## config.mk

```make
export PLATFORM = sky130hd
export DESIGN_NAME = booth_mult_r4_flat
export DESIGN_NICKNAME = d
export VERILOG_FILES = /design/src/rtl/booth_mult_r4_pkg.sv /design/src/rtl/booth_mult_r4_if.sv /design/src/rtl/booth_mult_r4_recoder.sv /design/src/rtl/booth_mult_r4.sv /design/src/flat_wrapper.sv
export SDC_FILE = /design/constraint.sdc
export NUM_CORES = 1
export LEC_CHECK = 0
export BUFFER_PORTS_ARGS = -buffer_cell sky130_fd_sc_hd__buf_2
export CAP_MARGIN = 40
export CORE_ASPECT_RATIO = 1.1
export CORE_UTILIZATION = 40
export CTS_BUF_LIST = sky130_fd_sc_hd__clkbuf_16
export DETAILED_ROUTE_END_ITERATION = 7
export GPL_ROUTABILITY_DRIVEN = 0
export PLACE_DENSITY = 0.6
export SETUP_SLACK_MARGIN = 0.1
export SYNTH_ARGS = -nofsm -noshare
export SYNTH_HDL_FRONTEND = slang
export SYNTH_SLANG_ARGS = --single-unit
```

## constraint.sdc

```tcl
create_clock -name clk -period 3.15 [get_ports clk]
set_clock_uncertainty 0.05 [all_clocks]
set_input_delay 0.7875 -clock clk [delete_from_list [all_inputs] [get_ports clk]]
set_output_delay 0.7875 -clock clk [all_outputs]
set_load 0.05 [all_outputs]
```

## src/rtl/booth_mult_r4_pkg.sv

```systemverilog
// rtl/booth_mult_r4_pkg.sv - shared types and helpers for the radix-4 Booth multiplier
package booth_mult_pkg;

  typedef enum logic [1:0] {IDLE, CALC, DONE} state_e;

  typedef enum logic [2:0] {R_ZERO, R_P1, R_P2, R_M1, R_M2} recode_e;

  // Operands are widened by two bits, and each iteration retires two of them
  function automatic int iter_count(input int width);
    return (width + 2) / 2;
  endfunction

endpackage

```

## src/rtl/booth_mult_r4_if.sv

```systemverilog
// rtl/booth_mult_r4_if.sv - start/busy/done request and result bundle for booth_mult_r4
interface booth_mult_r4_if #(
  parameter int WIDTH = 8
) ();

  logic                 start;
  logic                 signed_mode;
  logic [WIDTH-1:0]     multiplicand;
  logic [WIDTH-1:0]     multiplier;
  logic                 busy;
  logic                 done;
  logic [2*WIDTH-1:0]   product;

  modport master (
    output start, signed_mode, multiplicand, multiplier,
    input  busy, done, product
  );

  modport slave (
    input  start, signed_mode, multiplicand, multiplier,
    output busy, done, product
  );

endinterface

```

## src/rtl/booth_mult_r4_recoder.sv

```systemverilog
// rtl/booth_mult_r4_recoder.sv - radix-4 Booth digit recode of a 3-bit window into a signed addend
module booth_r4_recoder
  import booth_mult_pkg::*;
#(
  parameter int W2 = 10
) (
  input  logic [2:0]    window,
  input  logic [W2-1:0] mreg,
  output logic [W2:0]   addend
);

  recode_e    sel;
  logic [W2:0] m1;
  logic [W2:0] m2;

  assign m1 = {mreg[W2-1], mreg};
  assign m2 = {mreg, 1'b0};

  always_comb begin
    sel = R_ZERO;
    case (window)
      3'b001, 3'b010: sel = R_P1;
      3'b011:         sel = R_P2;
      3'b100:         sel = R_M2;
      3'b101, 3'b110: sel = R_M1;
      default:        sel = R_ZERO;
    endcase
  end

  // Negative digits reuse the adder: two's complement of the positive multiple
  always_comb begin
    addend = '0;
    case (sel)
      R_P1:    addend = m1;
      R_P2:    addend = m2;
      R_M1:    addend = ~m1 + (W2+1)'(1);
      R_M2:    addend = ~m2 + (W2+1)'(1);
      default: addend = '0;
    endcase
  end

endmodule

```

## src/rtl/booth_mult_r4.sv

```systemverilog
// rtl/booth_mult_r4.sv - sequential radix-4 Booth multiplier; BOOTH_MULT_R4_EARLY_EXIT_EN enables early exit
module booth_mult_r4
  import booth_mult_pkg::*;
#(
  parameter int WIDTH = 8
) (
  input  logic           clk,
  input  logic           rst_n,
  booth_mult_r4_if.slave bus
);

  localparam int W2 = WIDTH + 2;
  localparam int N  = iter_count(WIDTH);
  localparam int CW = $clog2(N + 1);
  localparam int TW = 2 * W2 + 2;

  localparam logic [1:0] S_IDLE = IDLE;
  localparam logic [1:0] S_CALC = CALC;
  localparam logic [1:0] S_DONE = DONE;

  generate
    if (WIDTH < 4 || (WIDTH % 2) != 0) begin : g_bad_width
      $error("booth_mult_r4: WIDTH must be even and >= 4");
    end
  endgenerate

  logic [1:0]         state;
  logic [W2:0]        acc;
  logic [W2-1:0]      qreg;
  logic               q_m1;
  logic [CW-1:0]      cnt;
  logic [W2-1:0]      mreg;
  logic [2*WIDTH-1:0] product_q;

  logic               accept;
  logic [W2-1:0]      ext_m;
  logic [W2-1:0]      ext_q;
  logic [W2:0]        addend;
  logic [W2:0]        sum;
  logic [TW-1:0]      step;
  logic               last;

  assign accept = bus.start && (state == S_IDLE || state == S_DONE);
  assign ext_m  = bus.signed_mode ? {{2{bus.multiplicand[WIDTH-1]}}, bus.multiplicand}
                                  : {2'b00, bus.multiplicand};
  assign ext_q  = bus.signed_mode ? {{2{bus.multiplier[WIDTH-1]}}, bus.multiplier}
                                  : {2'b00, bus.multiplier};

  booth_r4_recoder #(.W2(W2)) u_recoder (
    .window (  {qreg[1:0], q_m1}),
    .mreg   (mreg),
    .addend (addend)
  );

  assign sum  = acc + addend;
  assign step = $signed({sum, qreg, q_m1}) >>> 2;
  assign last = (cnt == CW'(N - 1));

`ifdef BOOTH_MULT_R4_EARLY_EXIT_EN
  logic          q_sign;
  logic          tail_ok;
  logic [7:0]    shamt;
  logic [TW-1:0] skip_full;

  // Remaining windows are all 000/111 once the unretired bits match the sign
  always_comb begin
    tail_ok = (q_m1 == q_sign);
    for (int i = 0; i < W2; i++) begin
      if (i < W2 - 2 * int'(cnt) && qreg[i] != q_sign) tail_ok = 1'b0;
    end
  end

  assign shamt     = 8'(2 * (N - int'(cnt)));
  assign skip_full = $signed({acc, qreg, q_m1}) >>> shamt;
`endif

  always_ff @(posedge clk or negedge rst_n) begin
    if (!rst_n) begin
      state     <= S_IDLE;
      acc       <= '0;
      qreg      <= '0;
      q_m1      <= 1'b0;
      cnt       <= '0;
      mreg      <= '0;
      product_q <= '0;
`ifdef BOOTH_MULT_R4_EARLY_EXIT_EN
      q_sign    <= 1'b0;
`endif
    end else if (accept) begin
      state <= S_CALC;
      acc   <= '0;
      qreg  <= ext_q;
      q_m1  <= 1'b0;
      cnt   <= '0;
      mreg  <= ext_m;
`ifdef BOOTH_MULT_R4_EARLY_EXIT_EN
      q_sign <= ext_q[W2-1];
`endif
    end else begin
      case (state)
        S_CALC: begin
`ifdef BOOTH_MULT_R4_EARLY_EXIT_EN
          if (tail_ok) begin
            product_q <= skip_full[2*WIDTH:1];
            state     <= S_DONE;
          end else
`endif
          begin
            acc  <= step[TW-1 -: W2+1];
            qreg <= step[W2:1];
            q_m1 <= step[0];
            cnt  <= cnt + 1'b1;
            if (last) begin
              product_q <= step[2*WIDTH:1];
              state     <= S_DONE;
            end
          end
        end
        S_DONE:  state <= S_IDLE;
        default: state <= S_IDLE;
      endcase
    end
  end

  assign bus.busy    = (state == S_CALC);
  assign bus.done    = (state == S_DONE);
  assign bus.product = product_q;

endmodule

```

## src/flat_wrapper.sv

```systemverilog
// flat-port wrapper written by rule: the top's interface ports become plain ports
module booth_mult_r4_flat import booth_mult_pkg::*;
#(
  parameter int WIDTH = 8
)
  (clk, rst_n, bus_start, bus_signed_mode, bus_multiplicand, bus_multiplier, bus_busy, bus_done, bus_product);
  booth_mult_r4_if #(.WIDTH(WIDTH)) bus_i ();
  input  logic clk;
  input  logic rst_n;
  input wire logic [$bits(bus_i.start)-1:0] bus_start;
  input wire logic [$bits(bus_i.signed_mode)-1:0] bus_signed_mode;
  input wire logic [$bits(bus_i.multiplicand)-1:0] bus_multiplicand;
  input wire logic [$bits(bus_i.multiplier)-1:0] bus_multiplier;
  output wire logic [$bits(bus_i.busy)-1:0] bus_busy;
  output wire logic [$bits(bus_i.done)-1:0] bus_done;
  output wire logic [$bits(bus_i.product)-1:0] bus_product;
  assign bus_i.start = bus_start;
  assign bus_i.signed_mode = bus_signed_mode;
  assign bus_i.multiplicand = bus_multiplicand;
  assign bus_i.multiplier = bus_multiplier;
  assign bus_busy = bus_i.busy;
  assign bus_done = bus_i.done;
  assign bus_product = bus_i.product;
  booth_mult_r4 #(.WIDTH(WIDTH)) u_core (.clk(clk), .rst_n(rst_n), .bus(bus_i));
endmodule
```

==> results of run 1 <==
[through the flow]
stage | instance area, um2 | setup TNS (ns) | hold slack, ns
after CTS | 3610 | 0 | 0.453
after detailed placement | 3410 | 0 | 0.432
final | 3750 | 0 | 0.455
after global placement | 3410 | 0 | 0.425
after floorplan | 2980 | 0 | 0.406
after global routing | 3750 | -0.144 | 0.470
[final cells by class]
| class | count | area (um2) | share of cell area [%] |
|---|---|---|---|
| repair buffers | 71 | 444 | 11.8 |
| multi-input cells | 224 | 1740 | 46.4 |
| clock buffers | 5 | 125 | 3.33 |
| clock inverters | 3 | 42.5 | 1.13 |
| flip-flops and latches | 50 | 1250 | 33.4 |
| well taps | 85 | 106 | 2.83 |
| inverters | 10 | 41.3 | 1.10 |
[synthesized netlist by cell type, types with 2 or more instances]
| library cell | count |
|---|---|
| nor2_1 | 21 |
| nand2_1 | 37 |
| inv_1 | 10 |
| mux2_2 | 21 |
| dfrtp_1 | 50 |
| nor3_1 | 7 |
| o21ai_0 | 19 |
| and3_1 | 3 |
| buf_2 | 2 |
| xnor2_1 | 8 |
| a22o_1 | 6 |
| a21o_1 | 4 |
| a221oi_1 | 6 |
| nor2b_1 | 3 |
| a22oi_1 | 7 |
| a21oi_1 | 14 |
| a211oi_1 | 2 |
| mux2i_1 | 5 |
| a221o_1 | 4 |
| o22ai_1 | 2 |
| ha_1 | 13 |
| a31oi_1 | 3 |
| nand2b_1 | 3 |
| clkbuf_1 | 13 |
| xor2_1 | 8 |
| o21a_1 | 3 |
| nand3_1 | 4 |
[per-layer routing]
| metal | wire length [um] | global-route usage (%) |
|---|---|---|
| met1 | 3310 | 25.6 |
| met2 | 3550 | 32.6 |
| met3 | 165 | 2.32 |
| met4 | 77 | 5.37 |
| met5 | 0 | 0 |
[worst max-delay path by stage]
stage                   start             to  slack [ns]
2_1_floorplan  u_core.mreg[0]  u_core.acc[7]        0.16
3_3_place_gp   u_core.mreg[0]  u_core.acc[9]        0.08
3_5_place_dp   u_core.mreg[1]  u_core.acc[9]        0.06
4_1_cts        u_core.mreg[0]  u_core.acc[9]        0.11
5_1_grt        u_core.mreg[0]  u_core.acc[9]       -0.08
6_report       u_core.mreg[0]  u_core.acc[9]        0.13
[flip-flops by register name, summed over array words and instances, names as in the netlist]
signal	cells
u_core.mreg	9
u_core.cnt	3
u_core.q_m1	1
u_core.state	2
u_core.bus.product	16
u_core.qreg	10
u_core.acc	9
[logic make-up (layout without fill, tap and decap cells)]
group | after synthesis | after routing | synth area share (%)
buffers and inverters | 27 | 89 | 3.86
adder cells (fa/ha/maj) | 14 | 14 | 6.12
AO/OA/AOI/OAI | 81 | 81 | 19.2
flip-flops | 50 | 50 | 41.9
AND/OR/NAND/NOR | 87 | 87 | 14.6
XOR/XNOR | 16 | 16 | 4.70
multiplexers | 26 | 26 | 9.61
[critical path, cell delays in order, from the launching register on]
cell and delay [ns]:
dfrtp_1 0.41, or4_4 0.61, nor3_2 0.19, nor2b_1 0.07, a221oi_1 0.26, a21oi_1 0.10
ha_1 0.21, nor3_1 0.17, o21a_1 0.20, nor3_2 0.07, a2111oi_4 0.32, xnor2_1 0.15
o21ai_1 0.08
[what timing repair did]
action	CTS	global route
pin swaps	0	11
hold endpoints to repair	0	0
buffers inserted	0	6
endpoints found under the setup margin	2	5
gates resized for setup	9	26
==> results.json, run 1 <==
{
  "rows": 32,
  "yosys.area.top_type": "dfrtp_1",
  "layout_commonest_cell": "dfrtp_1",
  "viasPerCell": 5.58,
  "ys_types": 50,
  "clock-sinks": 50,
  "drc_errors": 0,
  "r2r_cells": 12,
  "ant_nets": 0,
  "clkTransAtPathRegs_ns": 0.07,
  "drive_above_1_share_pct": 36.4,
  "grt_pass1_wl_um": 11900,
  "ctsHoldBuffers": 0,
  "cts_root_buf": "clkbuf_16",
  "clockBufferDepth": 2,
  "reg2reg_slack_ns": 0.13,
  "nets": 396,
  "worst_pin_slew_ns": 0.631,
  "drv_cap": 0,
  "io_buffers": 37,
  "final_core_util_pct": 52.7,
  "syn_to_final_growth_pct": 25.8,
  "worstSetupPathType": "reg -> reg",
  "yosys_warnings": 0,
  "max_freq_ghz": 0.331,
  "antenna_cells": 0,
  "critPathRequiredTime_ns": 3.26,
  "r2r-end": "u_core.acc[9]",
  "ys_seq_area_share_pct": 41.9,
  "crit_path_max_fanout": 5,
  "die_x_um": 84.3,
  "dr.pass1.iters": 4,
  "clock_latency_ns": 0.29,
  "dp_slack_ns": 0.0573,
  "coreArea_mm2": 0.00713,
  "ios": 38,
  "fin_crit_ns": 3.02,
  "async_reset_ff_share_pct": 100,
  "cts_buffers": 5,
  "slew_headroom_pct": 57.9,
  "final_cells": 448,
  "grt_pass1_vias": 2438,
  "ys_top_cells_by_area": "dfrtp_1, mux2_2, ha_1, nand2_1, o21ai_0",
  "report.final.slew_viol_count": 0,
  "syn_inst": 301,
  "yosysTopAreaCellShare_pct": 41.9,
  "grt_max_degree": 51,
  "cts_tree": "yes",
  "wirelength_um": 7100,
  "worstHoldStart": "u_core.acc[7]",
  "min_to": "u_core.acc[7]",
  "run_status": "finished, final reports clean",
  "rsz0062_at_grt": "yes",
  "r2r_start": "u_core.mreg[0]",
  "drt_iter0_markers": 107,
  "place_inst": 434,
  "cp.arrival_ns": 3.13,
  "setup_viol": 0,
  "fillerInstances": 643,
  "post_drt_wl_per_cell_um": 15.8,
  "track_usage_pct": 19.1,
  "vias": 2501,
  "ctsHtreeMaxLevel": 2,
  "avgSynthCellArea_um2": 9.91,
  "dieArea_mm2": 0.00781,
  "synth_fp_nets": 335,
  "hp-class": "reg -> reg",
  "initial_core_util_pct": 41.9,
  "fin_ws_ns": 0.129,
  "fin_crit_sh_pct": 95.9,
  "synth_edf_count": 0,
  "die_h_um": 92.6,
  "final_cell_mix": "dfrtp_1, buf_2, nand2_1",
  "ys_seq_elements": 50,
  "end_kind": "flip-flop",
  "startpoint_type": "flip-flop",
  "gr-total-overflow": 0,
  "hold_viol": 0,
  "synth-main-ff-cell": "dfrtp_1",
  "holdPathStages": 2,
  "syn-cell-area_mm2": 0.00298,
  "dpl.hpwl_um": 5010,
  "antenna_found_initial": 0
}
Power of run 1 is left out: the tool's default activity adds up to more than one toggle a clock period on the data nets, which glitch-free logic cannot reach.
==> inputs of run 2 (changes only) <==
--- a/config.mk
+++ b/config.mk
@@ -13,6 +13,7 @@
 export DETAILED_ROUTE_END_ITERATION = 7
 export GPL_ROUTABILITY_DRIVEN = 0
 export PLACE_DENSITY = 0.6
+export REMOVE_ABC_BUFFERS = 1
 export SETUP_SLACK_MARGIN = 0.1
 export SYNTH_ARGS = -nofsm -noshare
 export SYNTH_HDL_FRONTEND = slang
==> constraint.sdc (replaced) <==
create_clock -name clk -period 3.15 [get_ports clk]
set_clock_uncertainty 0.05 [all_clocks]
set_input_delay 0.7875 -clock clk [delete_from_list [all_inputs] [get_ports clk]]
set_output_delay 0.7875 -clock clk [all_outputs]
set_load 0.1 [all_outputs]
==> run 2 against run 1 <==
Effect of this change:
- cell area shrank 1.3%
- routed wire length down 1.1%
- cell count down 0.67%
- register-to-register slack barely moved
- sequential share of layout area is 0.45 points higher
==> results.json, run 2 (synthesis results as in run 1) <==
{
  "multi_input_area_mm2": 0.00174,
  "place_inst": 429,
  "startpoint_type": "flip-flop",
  "hold_viol": 0,
  "reg2reg_slack_ns": 0.14,
  "antenna_cells": 0,
  "fin_crit_sh_pct": 95.7,
  "post_drt_wl_per_cell_um": 15.8,
  "worstSetupPathType": "reg -> reg",
  "placed_area_mm2": 0.00337,
  "timing.hold.ws_ns": 0.450,
  "r2r-end": "u_core.acc[9]",
  "worst_pin_slew_ns": 0.641,
  "clock_latency_ns": 0.29,
  "setup_viol": 0,
  "dpl.hpwl_um": 4970,
  "drive_above_1_share_pct": 35.8,
  "crit_path_max_fanout": 5,
  "antenna_found_initial": 0,
  "ios": 38,
  "cts_buffers": 5,
  "wl_met2_um": 3530,
  "dr.pass1.iters": 4,
  "drt_iter0_markers": 125,
  "final_cell_mix": "dfrtp_1, buf_2, nand2_1",
  "crit_buf_inv": 0,
  "initial_core_util_pct": 41.9,
  "final_cells": 445,
  "worstSetupPathDepth": 12,
  "ctsHtreeMaxLevel": 2,
  "ant_nets": 0,
  "gr-total-overflow": 0,
  "cp_top_family": "simple AND/OR/NAND/NOR gates",
  "report.final.slew_viol_count": 0,
  "r2r_start": "u_core.mreg[1]",
  "die_x_um": 84.3,
  "routed.top_layer": "met4",
  "end_kind": "flip-flop",
  "vias": 2494,
  "wirelength_um": 7020,
  "grt_pass1_vias": 2431,
  "drv_cap": 0,
  "clockBufferDepth": 2,
  "viasPerCell": 5.60,
  "die_h_um": 92.6,
  "ctsHoldBuffers": 0,
  "final_area_mm2": 0.00370,
  "clkTransAtPathRegs_ns": 0.07,
  "syn_to_final_growth_pct": 24.1,
  "cts_root_buf": "clkbuf_16",
  "seq_area_mm2": 0.00125,
  "cts_tree": "yes",
  "rsz0062_at_grt": "yes",
  "path_cells": "or4_4 -> nor4_4 -> xnor2_1 -> mux2i_1 -> a2bb2oi_1 -> a21oi_1 -> ha_1 -> nand3_1 -> nor3_2 -> a2111oi_4 -> xnor2_1 -> o21ai_1",
  "critPathRequiredTime_ns": 3.26,
  "max_stage_delay_ns": 0.60,
  "run_status": "finished, final reports clean",
  "slew_headroom_pct": 57.2,
  "grt_max_degree": 51,
  "fillerInstances": 665,
  "crit_slowest_cell": "or4_4",
  "largest_reg_flops": 16,
  "io_buffers": 37,
  "route.met3.wl_um": 312,
  "fin_crit_ns": 3.01,
  "cp-startpoint": "u_core.mreg[1]",
  "max_freq_ghz": 0.332,
  "cp.arrival_ns": 3.12,
  "hp-class": "reg -> reg",
  "critical_path.endpoint": "u_core.acc[9]",
  "grt_pass1_wl_um": 11900,
  "layout_commonest_cell": "dfrtp_1",
  "coreArea_mm2": 0.00713,
  "track_usage_pct": 19.2,
  "wl_met1_um": 3120,
  "dieArea_mm2": 0.00781,
  "clock-sinks": 50,
  "nets": 393,
  "r2r_cells": 12,
  "drc_errors": 0,
  "rows": 32,
  "crit_top_cell": "xnor2_1",
  "holdPathStages": 2
}
==> run 2: metal layers <==
layer	up-vias	global-route usage, %
li1	1201	-
met1	1235	25.0
met2	54	33.1
met3	4	3.30
met4	0	5.37
met5	-	0
==> run 2: final cells by class <==
type,count,share of cell area (%)
clock buffers,5,3.38
clock inverters,3,0.608
inverters,10,1.01
multi-input cells,224,46.9
flip-flops and latches,50,33.8
well taps,85,2.87
repair buffers,68,11.4
==> run 2: how the worst min path moves through the flow <==
stage	to	slack (ns)	startpoint
after floorplan	u_core.acc[5]	0.41	u_core.acc[5]
after global placement	u_core.bus.product[15]	0.42	u_core.bus.product[15]
after detailed placement	u_core.bus.product[8]	0.44	u_core.bus.product[8]
after CTS	u_core.bus.product[3]	0.45	u_core.bus.product[3]
after global routing	u_core.bus.product[6]	0.47	u_core.bus.product[6]
final	u_core.acc[5]	0.45	u_core.acc[5]
==> run 2: through the flow <==
stage | TNS [ns] | utilization, % | setup WS (ns)
after CTS | 0 | 49.9 | 0.0950
after floorplan | 0 | - | 0.153
final | 0 | 51.9 | 0.136
after global placement | 0 | 47.3 | 0.0699
after detailed placement | 0 | 47.3 | 0.0236
after global routing | -0.0921 | 51.9 | -0.0516
==> run 2: worst reg2reg max path, stage by stage (launching register included) <==
cell,delay (ns)
dfrtp_1,0.42
or4_4,0.60
nor4_4,0.19
xnor2_1,0.17
mux2i_1,0.10
a2bb2oi_1,0.13
a21oi_1,0.19
ha_1,0.30
nand3_1,0.12
nor3_2,0.06
a2111oi_4,0.32
xnor2_1,0.16
o21ai_1,0.07
==> run 2: repair_timing <==
action | 4_1_cts | 5_1_grt
pin swaps | 4 | 10
setup buffers | 2 | 6
resized for setup | 5 | 27
setup endpoints to repair | 2 | 7
Power of run 2 is left out for the same reason.
==> inputs of run 3 (changes only) <==
--- a/config.mk
+++ b/config.mk
@@ -9,7 +9,6 @@
 export CAP_MARGIN = 40
 export CORE_ASPECT_RATIO = 1.1
 export CORE_UTILIZATION = 40
-export CTS_BUF_LIST = sky130_fd_sc_hd__clkbuf_16
 export DETAILED_ROUTE_END_ITERATION = 7
 export GPL_ROUTABILITY_DRIVEN = 0
 export PLACE_DENSITY = 0.6
==> run 3 against run 2 <==
Effect of this change:
- worst setup slack improved by 0.0064 ns
- first-iteration DRC count unchanged
- via count barely moved
- clock-buffer cell count unchanged
- routed wire length is 0.57% lower
- cell area down 0.61%
- core utilization down 0.32 points
- register-to-register slack about the same
- maximum frequency grew 0.21%
==> results.json, run 3 (synthesis results as in run 1) <==
{
  "gr-total-overflow": 0,
  "antenna_found_initial": 0,
  "cts_buffers": 5,
  "nets": 395,
  "ant_nets": 0,
  "hp-class": "reg -> reg",
  "antenna_cells": 0,
  "largest_reg_flops": 16,
  "layout_commonest_cell": "dfrtp_1",
  "post_drt_wl_per_cell_um": 15.6,
  "die_h_um": 92.6,
  "rsz0062_at_grt": "yes",
  "seq_area_mm2": 0.00125,
  "drt_iter0_markers": 125,
  "worstSetupPathType": "reg -> reg",
  "dieArea_mm2": 0.00781,
  "clock_latency_ns": 0.31,
  "dr.pass1.iters": 4,
  "clockBufferDepth": 2,
  "slew_headroom_pct": 57.8,
  "clock-sinks": 50,
  "vias": 2492,
  "io_buffers": 37,
  "cts_tree": "yes",
  "fillerInstances": 675,
  "multi_input_area_mm2": 0.00176,
  "ios": 38,
  "fin_crit_sh_pct": 95.5,
  "wirelength_um": 6980,
  "setup_viol": 0,
  "syn_to_final_growth_pct": 23.4,
  "hold_viol": 0,
  "worst_pin_slew_ns": 0.633,
  "grt_max_degree": 51,
  "initial_core_util_pct": 41.9,
  "final_cell_mix": "dfrtp_1, nand2_1, buf_2",
  "clkTransAtPathRegs_ns": 0.10,
  "drc_errors": 0,
  "drive_above_1_share_pct": 37.3,
  "end_kind": "flip-flop",
  "critPathRequiredTime_ns": 3.28,
  "die_x_um": 84.3,
  "report.final.slew_viol_count": 0,
  "crit_path_max_fanout": 5,
  "drv_cap": 0,
  "dpl.hpwl_um": 4970,
  "startpoint_type": "flip-flop",
  "grt_pass1_wl_um": 11800,
  "grt_pass1_vias": 2398,
  "rows": 32,
  "viasPerCell": 5.57,
  "ctsHtreeMaxLevel": 2,
  "track_usage_pct": 18.9,
  "run_status": "finished, final reports clean",
  "timing.hold.ws_ns": 0.460,
  "cts_root_buf": "clkbuf_8",
  "cp.arrival_ns": 3.14,
  "fin_crit_ns": 3.01,
  "coreArea_mm2": 0.00713,
  "max_freq_ghz": 0.333
}
-- run 3: per-stage QoR --
step	setup TNS, ns	worst slack [ns]	instance area [um2]	cells	util, %
global placement	0	0.0699	3370	429	47.3
detailed placement	0	0.0236	3370	429	47.3
CTS	0	0.104	3500	439	49.2
global route	-0.00253	-0.00253	3680	447	51.6
floorplan	0	0.153	2910	284	-
finish	0	0.143	3680	447	51.6
-- run 3: layout make-up --
type | count | area share [%]
Clock buffer | 5 | 1.87
Inverter | 10 | 1.02
Clock inverter | 3 | 0.612
Tap cell | 85 | 2.89
Multi-Input combinational cell | 224 | 47.8
Timing Repair Buffer | 70 | 11.8
Sequential cell | 50 | 34.0
-- run 3: repair_timing --
| action | 4_1_cts | 5_1_grt |
|---|---|---|
| endpoints found under the setup margin | 2 | 7 |
| setup buffers | 2 | 8 |
| pin swaps | 4 | 17 |
| resized for setup | 5 | 31 |
| hold buffers | 0 | 0 |
-- run 3: per-layer routing --
layer	routed length (um)	up-vias	GRT usage [%]
li1	-	1208	-
met1	3180	1230	25.5
met2	3470	48	32.2
met3	262	6	2.94
met4	61	0	4.52
met5	0	-	0
-- run 3: worst paths after layout --
kind	startpoint	end	slack (ns)	cells after the start
worst max-delay path	u_core.mreg[1]	u_core.acc[9]	0.14	10
worst min-delay path	u_core.acc[5]	u_core.acc[5]	0.46	2
worst max register to register	u_core.mreg[1]	u_core.acc[9]	0.14	10
worst min register to register	u_core.acc[5]	u_core.acc[5]	0.46	2
max in group asynchronous	rst_n	u_core.q_m1	2.08	2
min in group asynchronous	rst_n	u_core.cnt[1]	0.52	2
-- run 3: worst max-delay path: stages (launching register included) --
cell and delay [ns]:
dfrtp_1 0.43, or4_4 0.60, nor4_4 0.26, xnor2_1 0.12, buf_4 0.15, a31o_2 0.24
ha_1 0.33, and3_1 0.19, a2111oi_4 0.28, xnor2_1 0.16, o21ai_1 0.07
Power of run 3 is left out for the same reason.
